[config.mk]
export PLATFORM = sky130hd
export DESIGN_NAME = jk_excite_seq
export DESIGN_NICKNAME = d
export VERILOG_FILES = /design/src/rtl/jk_excite_seq.sv
export SDC_FILE = /design/constraint.sdc
export NUM_CORES = 1
export LEC_CHECK = 0
export BUFFER_PORTS_ARGS = -buffer_cell sky130_fd_sc_hd__buf_4
export CAP_MARGIN = 20
export CORE_ASPECT_RATIO = 0.75
export CORE_UTILIZATION = 45
export CTS_BUF_LIST = sky130_fd_sc_hd__clkbuf_4
export DETAILED_ROUTE_END_ITERATION = 16
export PLACE_DENSITY = 0.73
export SLEW_MARGIN = 30
export SYNTH_ARGS = -nofsm -noshare
export SYNTH_HDL_FRONTEND = slang
export SYNTH_SLANG_ARGS = --single-unit
[constraint.sdc]
create_clock -name clk -period 2 [get_ports clk]
set_input_delay 0.1 -clock clk [delete_from_list [all_inputs] [get_ports clk]]
set_output_delay 0.1 -clock clk [all_outputs]
set_load 0.1 [all_outputs]
[src/rtl/jk_excite_seq.sv]
// Stimulus-side driver for a bank of external JK flops: turns each requested
// target word into one cycle of J/K excitation, then checks the returned Q.
module jk_excite_seq #(
    parameter int WIDTH  = 4,
    parameter int CNT_W  = 8,
    parameter int DC_ONE = 0
) (
    input  logic             clk,
    input  logic             rst,
    input  logic             tgt_valid,
    output logic             tgt_ready,
    input  logic [WIDTH-1:0] tgt_data,
    output logic [WIDTH-1:0] j_out,
    output logic [WIDTH-1:0] k_out,
    input  logic [WIDTH-1:0] q_in,
    output logic             done,
    output logic             err,
    output logic [CNT_W-1:0] err_cnt,
    input  logic             err_clr
);

    localparam logic [1:0] IDLE  = 2'd0;
    localparam logic [1:0] DRIVE = 2'd1;
    localparam logic [1:0] CHECK = 2'd2;

    localparam logic             DC      = (DC_ONE != 0);
    localparam logic [CNT_W-1:0] CNT_MAX = '1;

    // Inverse of the JK characteristic: each bit's don't-care resolves to DC.
    function automatic logic [WIDTH-1:0] exc_j(input logic [WIDTH-1:0] q,
                                               input logic [WIDTH-1:0] t);
        return (~q & t) | (q & {WIDTH{DC}});
    endfunction

    function automatic logic [WIDTH-1:0] exc_k(input logic [WIDTH-1:0] q,
                                               input logic [WIDTH-1:0] t);
        return (q & ~t) | (~q & {WIDTH{DC}});
    endfunction

    function automatic logic [CNT_W-1:0] sat_inc(input logic [CNT_W-1:0] c);
        return (c == CNT_MAX) ? c : c + 1'b1;
    endfunction

    logic [1:0]       state;
    logic [WIDTH-1:0] tgt_reg;
    logic             miss;

    assign tgt_ready = (state == IDLE);
    assign miss      = (state == CHECK) && (q_in != tgt_reg);

    always_ff @(posedge clk or negedge rst) begin
        if (!rst) begin
            state   <= IDLE;
            tgt_reg <= '0;
            j_out   <= '0;
            k_out   <= '0;
            done    <= 1'b0;
            err     <= 1'b0;
        end else begin
            done  <= 1'b0;
            err   <= 1'b0;
            j_out <= '0;
            k_out <= '0;
            case (state)
                IDLE: begin
                    if (tgt_valid) begin
                        tgt_reg <= tgt_data;
                        j_out   <= exc_j(q_in, tgt_data);
                        k_out   <= exc_k(q_in, tgt_data);
                        state   <= DRIVE;
                    end
                end
                DRIVE: state <= CHECK;
                CHECK: begin
                    done  <= 1'b1;
                    err   <= miss;
                    state <= IDLE;
                end
                default: state <= IDLE;
            endcase
        end
    end

    // Counter moves on the same edge that raises err; a clear always wins.
    always_ff @(posedge clk or negedge rst) begin
        if (!rst) begin
            err_cnt <= '0;
        end else if (err_clr) begin
            err_cnt <= '0;
        end else if (miss) begin
            err_cnt <= sat_inc(err_cnt);
        end
    end

endmodule

# After elaboration in Yosys (flattened, before gate mapping)
# Index checks and enable logic that the tools add are counted.
# word_totals
reg_bits,24
inputBits,12
wordCells,34
out_inout_bits,19
# op_classes
n_bitwise,4
reduce_logical,5
n_eq_ne,6
addsub,1
muxes,11
# op_table
cell,n
two-way mux 8 bit,3
two-way mux 4 bit,4
adder 8 x 1 -> 8 bit (second input constant),1
AND 4 bit,2
equality test 8 bit (second input constant),1
NOT 4 bit,2
inequality test 2 bit (second input constant),2
inequality test 4 bit,1
case mux 2 bit (2 select lines),1
AND reduction 2 bit,2
equality test 2 x 1 -> 1 bit (second input constant),1
equality test 2 bit (second input constant),1
logical NOT 2 bit,1
two-way mux 1 bit,2
two-way mux 2 bit,1
nonzero test 2 bit,1
logical AND 1 bit,1

# Logic depth before layout (Yosys ltp)
# depth
ltp_word,4
mapped_depth,6
ltp_nobuf,5

# Worst setup path after synthesis
# No wires, ideal clock.
# synth_timing
path_kind,reg2reg
startpoint,reg state[1]
endpoint,reg tgt_reg[3]
required_ns,1.875
stages_incl_launch_ff,5
setup_slack_ns,-0.654
t_arrival_ns,2.529
setup_ns,0.125
synth_period_minus_slack_ns,2.654
path_buffers,1
path_cell_list,dfrtp_1 > nor2_1 > nand2_1 > clkbuf_1 > mux2_2
# synth_via
elab_chain_len,2
# synth_rtl
item,line_no,source
"start, declared",44,logic [1:0] state;
"start signal, assigned",53,state <= IDLE;
"start signal, assigned",70,state <= DRIVE;
"start signal, assigned",73,DRIVE: state <= CHECK;
logical NOT 2 bit,--,
via tgt_ready,11,"output logic tgt_ready,"
AND reduction 2 bit (no line),--,
"end signal, assigned",67,tgt_reg <= tgt_data;
"end, declared",45,logic [WIDTH-1:0] tgt_reg;
# The timed path passes the listed nets, and every way through them passes these cells.
# A chain may end at the register's enable or synchronous reset.

# Worst setup path in the final report
# layout_timing
startpoint,in q_in[1]
endpoint,reg err_cnt[5]
# layout_via
elab_chain_len,4
# layout_rtl
item,line_no,source
"start, declared",15,"input logic [WIDTH-1:0] q_in,"
inequality test 4 bit,49,assign miss = (state == CHECK) && (q_in != tgt_reg);
logical AND 1 bit,49,
nonzero test 2 bit (no line),--,
AND reduction 2 bit (no line),--,
"end signal, assigned",91,err_cnt <= sat_inc(err_cnt);
"end, declared",18,"output logic [CNT_W-1:0] err_cnt,"
# No other way between the ends.

==> impl_results.md <==
* Placed inst area at 1297 µm²
* Crit share post-route at 87.06%
* Die Wd at 57.51 µm
* Warnings, synthesis at 0
* Register area share after synthesis at 57.76%
* Crit start category: primary input
* DP Cell Count at 141
* Starting DRT DRC Count at 19
* R2r worst-path depth at 5
* Total gr overflow at 0
* Failing checks: DRC
* Pre-Repair DR Iteration Count at 10
* Final clock skew at 5.162 ps
* Clock sinks at 24
* Placement Rows at 14
* Final Hold Viols at 0
* Reg-to-Reg End: err_cnt[5]
* CTS tree: done
* Port Buffer Count at 30
* Slew HR at 69.29%
* Unique masters post-synth at 27
* Largest Register: err_cnt
* Die Y at 43.63 µm
* Post-route ant nets at 0
* GRT Overall Usage at 20.33%
* Synth-to-Final Area Change at 36.94%
* Root buffer cell: clkbuf_4
* DR vias at 822
* Max Cap Violations at 0
* Skew-Pair Late Insertion Delay at 300 ps
* Routed length per instance at 13.93 µm
* RSZ-0062 raised after global routing: false
* Endpoint class of the critical path: register
* Number of global-route vias before repair at 815
* Outcome: finished, violations left
* Setup crit start: q_in[1]
* VDD IR max at 0.0004683 V
* Leak Pwr at 0.6499 nW
* Max clock buf depth at 2
* Final min period at 1741 ps
* Syn Area/Cell at 11.68 µm²
* Crit path DAT at 1970 ps
* Cell Pwr Density at 774.7 nW/µm²
* First-pass GRT wire length at 3732 µm
* Via-to-Cell Ratio at 5.303
* Final WL at 2159 µm
* Setup slack, reg-to-reg at 300 ps
* Class of the worst hold path: in -> async
* Die area at 2509 µm²
* # setup viols final at 0
* Setup Crit Path Kind: in -> reg
* Synth Cell Area at 1040 µm²
* Initial core utilization at 49.88%
* Largest net degree at the start of global routing at 25
* Power consumption at 0.001103 W
* Critical Path RT at 2230 ps
* Final nets at 145
* CTS clk-pin slew, worst paths at 120 ps
* Initial antenna violation count at 0
* GP Congestion at 0.7594
* Pins over their slew limit at 0
* Area of the core at 2085 µm²
* Post-DP HPWL at 1541 µm
* Post-synthesis sequential element count at 24
* Antenna cells at 0
* Post-synth net total at 102
* Post-route DRC at 3
* Fin cells at 155
* Worst-Margin Slew at 459.5 ps
* Synth Instances at 89
* Num ports at 31
* Post-route cell area at 1424 µm²
* Max H-tree Level at 1
* Setup Total Neg Slack at 0 ps
* RR Startpoint: state[0]
* Max Clk Rate at 574.3 MHz
* Critical Path Sink: err_cnt[5]
* Worst-path maximum fanout at 9
* Post-CTS Setup Bufs at 0
* CTS buffer count at 3
* Largest register FFs at 8
* Share of layout cells above drive strength 1 at 36.64%
[Yosys cell counts, drive strengths merged]
library cell / n / share of area, %
nor2b: 2 / 1.2
mux2i: 1 / 0.96
or4: 3 / 2.2
nor2: 5 / 1.8
or3: 1 / 0.72
clkbuf: 1 / 0.36
nand2: 4 / 1.4
o31ai: 4 / 2.9
a21oi: 6 / 2.9
nor3: 3 / 1.4
and2b: 1 / 0.72
inv: 4 / 1.4
or2: 1 / 0.60
o41ai: 1 / 1.6
nand4: 1 / 0.60
nor4: 1 / 0.60
nand3: 3 / 1.4
and4b: 1 / 0.96
ha: 1 / 1.2
mux2: 5 / 5.4
nor3b: 8 / 5.8
xor2: 4 / 3.4
nand2b: 2 / 1.2
dfrtp: 24 / 58
buf: 2 / 1.4
[final cells by class]
class,instances,area (µm²)
clock inverters,1,3.754
repair buffers,41,332.8
fillers,153,660.6
multi-input cells,58,412.9
flip-flops and latches,24,606.8
well taps,24,30.03
clock buffers,3,22.52
inverters,4,15.01
[routing by layer]
layer	share of wire (%)	up-vias	global-route usage, %
li1	-	400	-
met1	42	392	25.24
met2	51	28	35.81
met3	6.0	2	5.672
met4	0.60	0	4.390
met5	0	-	0
[worst max-delay path, stage by stage]
cell and delay (ps):
dlygate4sd3_1 540, buf_4 140, xor2_1 200, o41ai_2 140, buf_4 180, or4_1 490
a21oi_1 180
[power by group]
| part | leakage, nW | internal (W) | switching (W) |
|---|---|---|---|
| combinational | 0.323 | 0.000107 | 0.000236 |
| sequential | 0.312 | 0.000528 | 0.0000286 |
| clock | 0.0154 | 0.0000728 | 0.000131 |
| total | 0.650 | 0.000707 | 0.000396 |
[metrics by stage]
stage | setup slack, ps | hold slack [ps] | utilization, %
global placement | 372.9 | 13.17 | 62.24
CTS | 259.3 | 214.2 | 68.31
floorplan | 85.47 | -195.6 | -
finish | 258.8 | 211.8 | 68.31
global route | 175.3 | 224.8 | 68.31
detailed placement | 328.8 | 16.23 | 62.24
[cells in the final DEF, fill, tap and decap left out]
master / count
nor3_1: 3
o31ai_1: 4
a21oi_1: 6
nor4_1: 1
nand2_1: 4
o41ai_2: 1
nand4_1: 1
buf_4: 31
and2b_1: 1
xor2_1: 4
inv_2: 1
clkinv_1: 1
nor2_1: 4
mux2i_1: 1
nor2_4: 1
or3_2: 1
ha_1: 1
mux2_2: 5
inv_1: 3
nor3b_1: 8
nor2b_1: 2
nand3_1: 3
dlygate4sd3_1: 10
dfrtp_1: 19
or4_1: 3
and4b_1: 1
or2_1: 1
dfrtp_2: 5
clkbuf_4: 3
nand2b_1: 2
[repair_timing]
item / in CTS / in global routing
hold buffers: 10 / 0
endpoints found under the setup margin: 0 / 0
hold endpoints to repair: 34 / 0
resized for setup: 0 / 0
[how the worst min path moves through the flow]
stage,startpoint,endpoint,slack (ps),depth (start not counted)
after detailed placement,rst,err_cnt[5],20,1
after CTS,rst,err_cnt[5],210,2
final,rst,err_cnt[5],210,2
after global placement,rst,err_cnt[5],10,1
after floorplan,rst,done,-200,0
after global routing,rst,err_cnt[5],220,2
[kinds of logic (layout without fill, tap and decap cells)]
logic type | after synthesis | in the layout | share of synthesized area (%)
buffers and inverters | 7 | 49 | 3.248
flip-flops | 24 | 24 | 57.76
AO/OA/AOI/OAI | 11 | 11 | 7.341
AND/OR/NAND/NOR | 36 | 36 | 20.70
XOR/XNOR | 4 | 4 | 3.369
adder cells (fa/ha/maj) | 1 | 1 | 1.203
multiplexers | 6 | 6 | 6.378
Power figures use the tool's default switching activity.
